--- src/rtl/pixel_mem_pkg.sv ---
// pixel_mem_pkg
// Shared types for the frame-memory arbiter: FSM state encoding, requester
// index constants and the control part of a pending-request slot.
package pixel_mem_pkg;

  typedef enum logic [1:0] {
    ST_IDLE    = 2'd0,
    ST_ISSUE   = 2'd1,
    ST_CAPTURE = 2'd2
  } arb_state_t;

  localparam int REQ_PROC = 0;  // pixel-processing engine (read/write)
  localparam int REQ_SCAN = 1;  // display scan-out reader (read-only)

  // Control bits of a pending slot. The address/data payload is held next to
  // it in the top because its width is a per-instance parameter.
  // oor = address was out of range when the request was latched.
  typedef struct packed {
    logic valid;
    logic is_write;
    logic oor;
  } pend_slot_t;

endpackage

--- src/rtl/pixel_mem_arb_rr_arb2.sv ---
// rr_arb2
// Two-way round-robin grant. On a tie the requester that was not granted last
// wins; a lone request is granted regardless of the pointer.
// Ports:
//   clk, rst   : clock, asynchronous active-high reset
//   i_req      : request vector, one bit per requester
//   i_advance  : take the current grant (pointer updates if any request)
//   o_gnt      : one-hot grant (combinational from i_req and pointer)
//   o_last     : index of the most recently granted requester (reset 1)
module rr_arb2
  import pixel_mem_pkg::*;
(
  input  logic       clk,
  input  logic       rst,
  input  logic [1:0] i_req,
  input  logic       i_advance,
  output logic [1:0] o_gnt,
  output logic       o_last
);

  logic r_last;

  always_comb begin
    o_gnt = i_req;
    if (&i_req) begin
      o_gnt = r_last ? 2'b01 : 2'b10;
    end
  end

  always_ff @(posedge clk or posedge rst) begin
    if (rst) begin
      r_last <= 1'b1;
    end else if (i_advance && |i_req) begin
      r_last <= o_gnt[REQ_SCAN];
    end
  end

  assign o_last = r_last;

endmodule

--- src/rtl/pixel_mem_arb.sv ---
// pixel_mem_arb
// Arbiter for the single-port RGB frame memory. Requester 0 (processing)
// issues read/write pulses, requester 1 (scan-out) issues read pulses. Each
// requester has one pending slot; slots are granted round-robin and served
// through a registered RAM port with one cycle of read latency.
// Ports:
//   clk, reset                 : clock, asynchronous active-high reset
//   req0_rd/wr/addr/wdata      : processing request pulse and payload
//   req0_val/rdata, req0_done  : processing read data pulse / write complete
//   req1_rd/addr               : scan-out read pulse and address
//   req1_val/rdata             : scan-out read data pulse
//   mem_en/we/addr/wdata       : registered RAM port
//   mem_rdata                  : RAM read data, one cycle after a read issue
//   err                        : sticky protocol / address-range error
module pixel_mem_arb
  import pixel_mem_pkg::*;
#(
  parameter int V_SIZE = 256,
  parameter int H_SIZE = 256,
  parameter int ADDR_W = 16,
  parameter int DATA_W = 24
) (
  input  logic              clk,
  input  logic              reset,
  input  logic              req0_rd,
  input  logic              req0_wr,
  input  logic [ADDR_W-1:0] req0_addr,
  input  logic [DATA_W-1:0] req0_wdata,
  output logic              req0_val,
  output logic [DATA_W-1:0] req0_rdata,
  output logic              req0_done,
  input  logic              req1_rd,
  input  logic [ADDR_W-1:0] req1_addr,
  output logic              req1_val,
  output logic [DATA_W-1:0] req1_rdata,
  output logic              mem_en,
  output logic              mem_we,
  output logic [ADDR_W-1:0] mem_addr,
  output logic [DATA_W-1:0] mem_wdata,
  input  logic [DATA_W-1:0] mem_rdata,
  output logic              err
);

  // One extra bit so a full 2^ADDR_W image does not wrap to zero.
  localparam logic [ADDR_W:0] NPIX = (ADDR_W+1)'(V_SIZE * H_SIZE);

  arb_state_t        r_state;
  logic              r_mem_en, r_mem_we, r_err;
  logic [ADDR_W-1:0] r_mem_addr;
  logic [DATA_W-1:0] r_mem_wdata;
  logic [1:0]        r_val, r_done;
  logic [DATA_W-1:0] r_rdata [2];

  logic [1:0]        w_rd, w_wr, w_pulse, w_clr, w_drop, w_req, w_gnt;
  logic [ADDR_W-1:0] w_addr [2];
  logic [DATA_W-1:0] w_wdata [2];
  pend_slot_t        w_slot [2];
  logic [ADDR_W-1:0] w_slot_addr [2];
  logic [DATA_W-1:0] w_slot_wdata [2];
  logic              w_last, w_sel;
  pend_slot_t        w_cur;
  logic [ADDR_W-1:0] w_cur_addr;
  logic [DATA_W-1:0] w_cur_wdata;

  // Uniform per-requester view; scan-out never writes.
  assign w_rd[REQ_PROC]    = req0_rd;
  assign w_wr[REQ_PROC]    = req0_wr;
  assign w_addr[REQ_PROC]  = req0_addr;
  assign w_wdata[REQ_PROC] = req0_wdata;
  assign w_rd[REQ_SCAN]    = req1_rd;
  assign w_wr[REQ_SCAN]    = 1'b0;
  assign w_addr[REQ_SCAN]  = req1_addr;
  assign w_wdata[REQ_SCAN] = '0;

  genvar gi;
  generate
    for (gi = 0; gi < 2; gi++) begin : g_slot
      pend_slot_t        r_slot;
      logic [ADDR_W-1:0] r_addr;
      logic [DATA_W-1:0] r_wdata;

      assign w_pulse[gi] = w_rd[gi] | w_wr[gi];
      // Slot frees on the write-issue edge or the capture edge of its own
      // access; during service the arbiter pointer names the owner.
      assign w_clr[gi]   = (w_last == 1'(gi)) &&
                           ((r_state == ST_ISSUE && r_slot.is_write) ||
                            (r_state == ST_CAPTURE));
      // A pulse on the freeing edge is accepted, otherwise a busy slot drops it.
      assign w_drop[gi]  = w_pulse[gi] & r_slot.valid & ~w_clr[gi];

      always_ff @(posedge clk or posedge reset) begin
        if (reset) begin
          r_slot  <= '0;
          r_addr  <= '0;
          r_wdata <= '0;
        end else if (w_pulse[gi] && (!r_slot.valid || w_clr[gi])) begin
          r_slot.valid    <= 1'b1;
          r_slot.is_write <= w_wr[gi];  // rd+wr together: write wins
          r_slot.oor      <= ({1'b0, w_addr[gi]} >= NPIX);
          r_addr          <= w_addr[gi];
          r_wdata         <= w_wdata[gi];
        end else if (w_clr[gi]) begin
          r_slot.valid <= 1'b0;
        end
      end

      assign w_slot[gi]       = r_slot;
      assign w_slot_addr[gi]  = r_addr;
      assign w_slot_wdata[gi] = r_wdata;
      assign w_req[gi]        = r_slot.valid;
    end
  endgenerate

  rr_arb2 u_arb (
    .clk       (clk),
    .rst       (reset),
    .i_req     (w_req),
    .i_advance (r_state == ST_IDLE),
    .o_gnt     (w_gnt),
    .o_last    (w_last)
  );

  // In IDLE select the slot about to be granted; afterwards the pointer has
  // already moved to it.
  assign w_sel       = (r_state == ST_IDLE) ? w_gnt[REQ_SCAN] : w_last;
  assign w_cur       = w_slot[w_sel];
  assign w_cur_addr  = w_slot_addr[w_sel];
  assign w_cur_wdata = w_slot_wdata[w_sel];

  always_ff @(posedge clk or posedge reset) begin
    if (reset) begin
      r_state     <= ST_IDLE;
      r_mem_en    <= 1'b0;
      r_mem_we    <= 1'b0;
      r_mem_addr  <= '0;
      r_mem_wdata <= '0;
      r_val       <= '0;
      r_done      <= '0;
      r_rdata[0]  <= '0;
      r_rdata[1]  <= '0;
      r_err       <= 1'b0;
    end else begin
      r_val    <= '0;
      r_done   <= '0;
      r_mem_en <= 1'b0;
      if (|w_drop || (req0_rd && req0_wr)) begin
        r_err <= 1'b1;
      end
      case (r_state)
        ST_IDLE: begin
          if (|w_req) begin
            r_state <= ST_ISSUE;
            if (w_cur.oor) begin
              // Out-of-range access walks the normal path with the RAM idle.
              r_err <= 1'b1;
            end else begin
              r_mem_en   <= 1'b1;
              r_mem_we   <= w_cur.is_write;
              r_mem_addr <= w_cur_addr;
              if (w_cur.is_write) begin
                r_mem_wdata <= w_cur_wdata;
              end
            end
          end
        end
        ST_ISSUE: begin
          if (w_cur.is_write) begin
            r_done[w_sel] <= 1'b1;
            r_state       <= ST_IDLE;
          end else begin
            r_state <= ST_CAPTURE;
          end
        end
        ST_CAPTURE: begin
          r_rdata[w_sel] <= w_cur.oor ? '0 : mem_rdata;
          r_val[w_sel]   <= 1'b1;
          r_state        <= ST_IDLE;
        end
        default: r_state <= ST_IDLE;
      endcase
    end
  end

  assign mem_en     = r_mem_en;
  assign mem_we     = r_mem_we;
  assign mem_addr   = r_mem_addr;
  assign mem_wdata  = r_mem_wdata;
  assign req0_val   = r_val[REQ_PROC];
  assign req0_done  = r_done[REQ_PROC];
  assign req0_rdata = r_rdata[REQ_PROC];
  assign req1_val   = r_val[REQ_SCAN];
  assign req1_rdata = r_rdata[REQ_SCAN];
  assign err        = r_err;

endmodule

--- config.mk ---
export PLATFORM = sky130hd
export DESIGN_NAME = pixel_mem_arb
export DESIGN_NICKNAME = d
export VERILOG_FILES = /design/src/rtl/pixel_mem_pkg.sv /design/src/rtl/pixel_mem_arb_rr_arb2.sv /design/src/rtl/pixel_mem_arb.sv
export SDC_FILE = /design/constraint.sdc
export NUM_CORES = 1
export LEC_CHECK = 0
export BUFFER_PORTS_ARGS = -buffer_cell sky130_fd_sc_hd__buf_2
export CORE_MARGIN = 2
export CORE_UTILIZATION = 31
export DETAILED_ROUTE_END_ITERATION = 10
export MAX_ROUTING_LAYER = met4
export PLACE_DENSITY = 0.6
export SLEW_MARGIN = 30
export SYNTH_ARGS = -nofsm -noshare
export SYNTH_HDL_FRONTEND = slang
export SYNTH_HIERARCHICAL = 1
export SYNTH_SLANG_ARGS = --single-unit
--- constraint.sdc ---
create_clock -name clk -period 8.7 [get_ports clk]
set_clock_uncertainty 0.2 [all_clocks]
set_input_delay 2.61 -clock clk [delete_from_list [all_inputs] [get_ports clk]]
set_output_delay 2.61 -clock clk [all_outputs]
set_load 0.03 [all_outputs]
==> impl_metrics.tcl <==
set metrics [dict create \
    status "complete, no violations" \
    cts_setup_buffers 0 \
    route.final.wire_length_um 13100 \
    timing.hold.worst.class "reg2reg" \
    ant_nets 0 \
    route.detailed.wl_per_inst_um 15.6 \
    design.core.area_um2 19300 \
    path_delay_family "buffers and inverters" \
    syn-num-nets 467 \
    htreeDepth 4 \
    finalHoldViolations 0 \
    rows 51 \
    layout_commonest_cell "sky130_fd_sc_hd__buf_2" \
    vias_in_the_first_global_route 3963 \
    numPortBuffers 178 \
    max_stage_delay_ns 0.75 \
    detailroute.via_count 3754 \
    crit_path_start "reset" \
    gp_congestion 0.749 \
    setup.worst_path.start_class "input port" \
    critical_path_class "in2async" \
    end_kind "asynchronous set/reset pin" \
    number_of_diodes_added_for_antenna_fixing 0 \
    p_per_area_nw_per_um2 445 \
    cts.reportedPaths.clkPinSlew_ns 0.06 \
    worst_pin_slew_ns 0.929 \
    grt_max_degree 94 \
    timing.critical_path.cells "buf_2 > inv_6 > buf_4" \
    cts_tree "done" \
    tns_ns 0 \
    place_inst 812 \
    avgViaCountPerCell 4.47 \
    postCtsHoldBufs 0 \
    r2r_start "u_arb/o_last" \
    critPathRequiredTime_ns 8.93 \
    final_layout_size_suffix_gt1_frac 0.598 \
    timing.reg2reg.setup_slack_ns 5.55 \
    max_slew_margin 0.367 \
    synthesis.area_per_instance_um2 15.8 \
    remaining_drc_errors 0 \
    die_w_um 144 \
    detailedRoute.firstIterationViolations 109 \
    ioPinCount 179 \
    die_area_um2 20600 \
    synthToLayoutAreaGrowth_pct 27.8 \
    worst_hold_endpoint "mem_addr[3]" \
    timing.critical_path.arrival_ns 4.15 \
    static-leakage-power_nw 3.67 \
    crit_path_max_fanout 93 \
    post_synth_instance_area_um2 6050 \
    chipHeight_um 144 \
    cts_max_path_buffers 2 \
    tritoncts_num_sinks 156 \
    regToRegEndpoint "mem_wdata[22]" \
    post_layout_nonfiller_instances 840 \
    gr-total-overflow 0 \
    firstDrtPassIters 4 \
    clk_latency_ns 0.42 \
    ir_drop_uv 158 \
    layout.cells.most_common_list "sky130_fd_sc_hd__buf_2, sky130_fd_sc_hd__dfrtp_1, sky130_fd_sc_hd__mux2_2" \
    worstRegToRegCells 4 \
    numCtsBuffers 17 \
    syn_inst 382 \
    cts_root_buf "sky130_fd_sc_hd__clkbuf_16" \
    grt_setup_unrepaired "false" \
    ctsResizeCount 0 \
    min_path_cells 2 \
    grt_use_total 0.135 \
    max_freq_mhz 255 \
    min_from "mem_addr[3]" \
    yosys_warnings 6 \
    setup-violations-final 0 \
    grt_first_pass_wirelength_um 20700 \
    detailed_place_hpwl_um 8860 \
    finalMaxSlewViolations 0 \
    period_minus_slack_ns 3.92 \
    cp_num_buf_inv 3 \
    floorplan.initialDensity 0.313 \
    crit_path_top_delay_cell "sky130_fd_sc_hd__buf_4" \
    grt_antenna_before_repair 0 \
    timing.final.crit_share 0.450 \
    drv_cap 0 \
    final_net_count 651 \
]
-- worst register-to-register path: stages (launching register included) --
cell,delay [ns]
sky130_fd_sc_hd__dfstp_2,0.62
sky130_fd_sc_hd__a21boi_0,0.17
sky130_fd_sc_hd__mux2i_4,0.73
sky130_fd_sc_hd__and3_2,0.88
sky130_fd_sc_hd__mux2_2,0.43
-- registers in the layout, summed over array words and instances, names as in the netlist --
register and cells:
g_slot.r_addr 32, g_slot.r_wdata 24, mem_wdata 24, req0_rdata 24, req1_rdata 24, mem_addr 16, g_slot.r_slot 3, r_state 2
r_val 2, err 1, mem_en 1, mem_we 1, r_done 1, u_arb/o_last 1
-- metal layers --
layer	part of all wire	global-route usage
met3	0.058	0.0403
met5	0	-
met2	0.49	0.218
met4	0.013	0.0480
met1	0.43	0.160
-- report_power, final --
part	internal (mW)	switching, mW
Clock	0.394	0.281
Sequential	1.10	0.193
Combinational	0.632	0.850
-- layout make-up --
| type | instances | area [µm²] |
|---|---|---|
| multi-input combinational | 203 | 2030 |
| timing repair buffer | 182 | 921 |
| fill | 1877 | 11600 |
| clock inverter | 7 | 71.3 |
| inverter | 6 | 27.5 |
| clock buffer | 21 | 450 |
| tap | 265 | 332 |
| sequential | 156 | 3910 |
-- how the worst max path moves through the flow --
stage | end | depth (start not counted)
after CTS | g_slot[0].r_addr[15] | 3
final | mem_wdata[19] | 3
after floorplan | err | 1
after detailed placement | mem_wdata[12] | 3
after global placement | g_slot[0].r_wdata[18] | 3
after global routing | g_slot[0].r_addr[15] | 3
-- stage by stage --
step | setup slack (ns) | power [mW] | hold WS (ns) | utilization | instance area [µm²]
final | 4.78 | 3.44 | 0.275 | 0.400 | 7730
after global routing | 4.50 | 3.66 | 0.306 | 0.400 | 7730
after CTS | 4.68 | 3.50 | 0.281 | 0.400 | 7730
after detailed placement | 4.22 | 2.81 | 0.268 | 0.373 | 7200
after global placement | 4.32 | 2.76 | 0.265 | 0.372 | 7200
after floorplan | 1.71 | 2.41 | 0.251 | - | 6050
(Power assumes the default switching activity.)
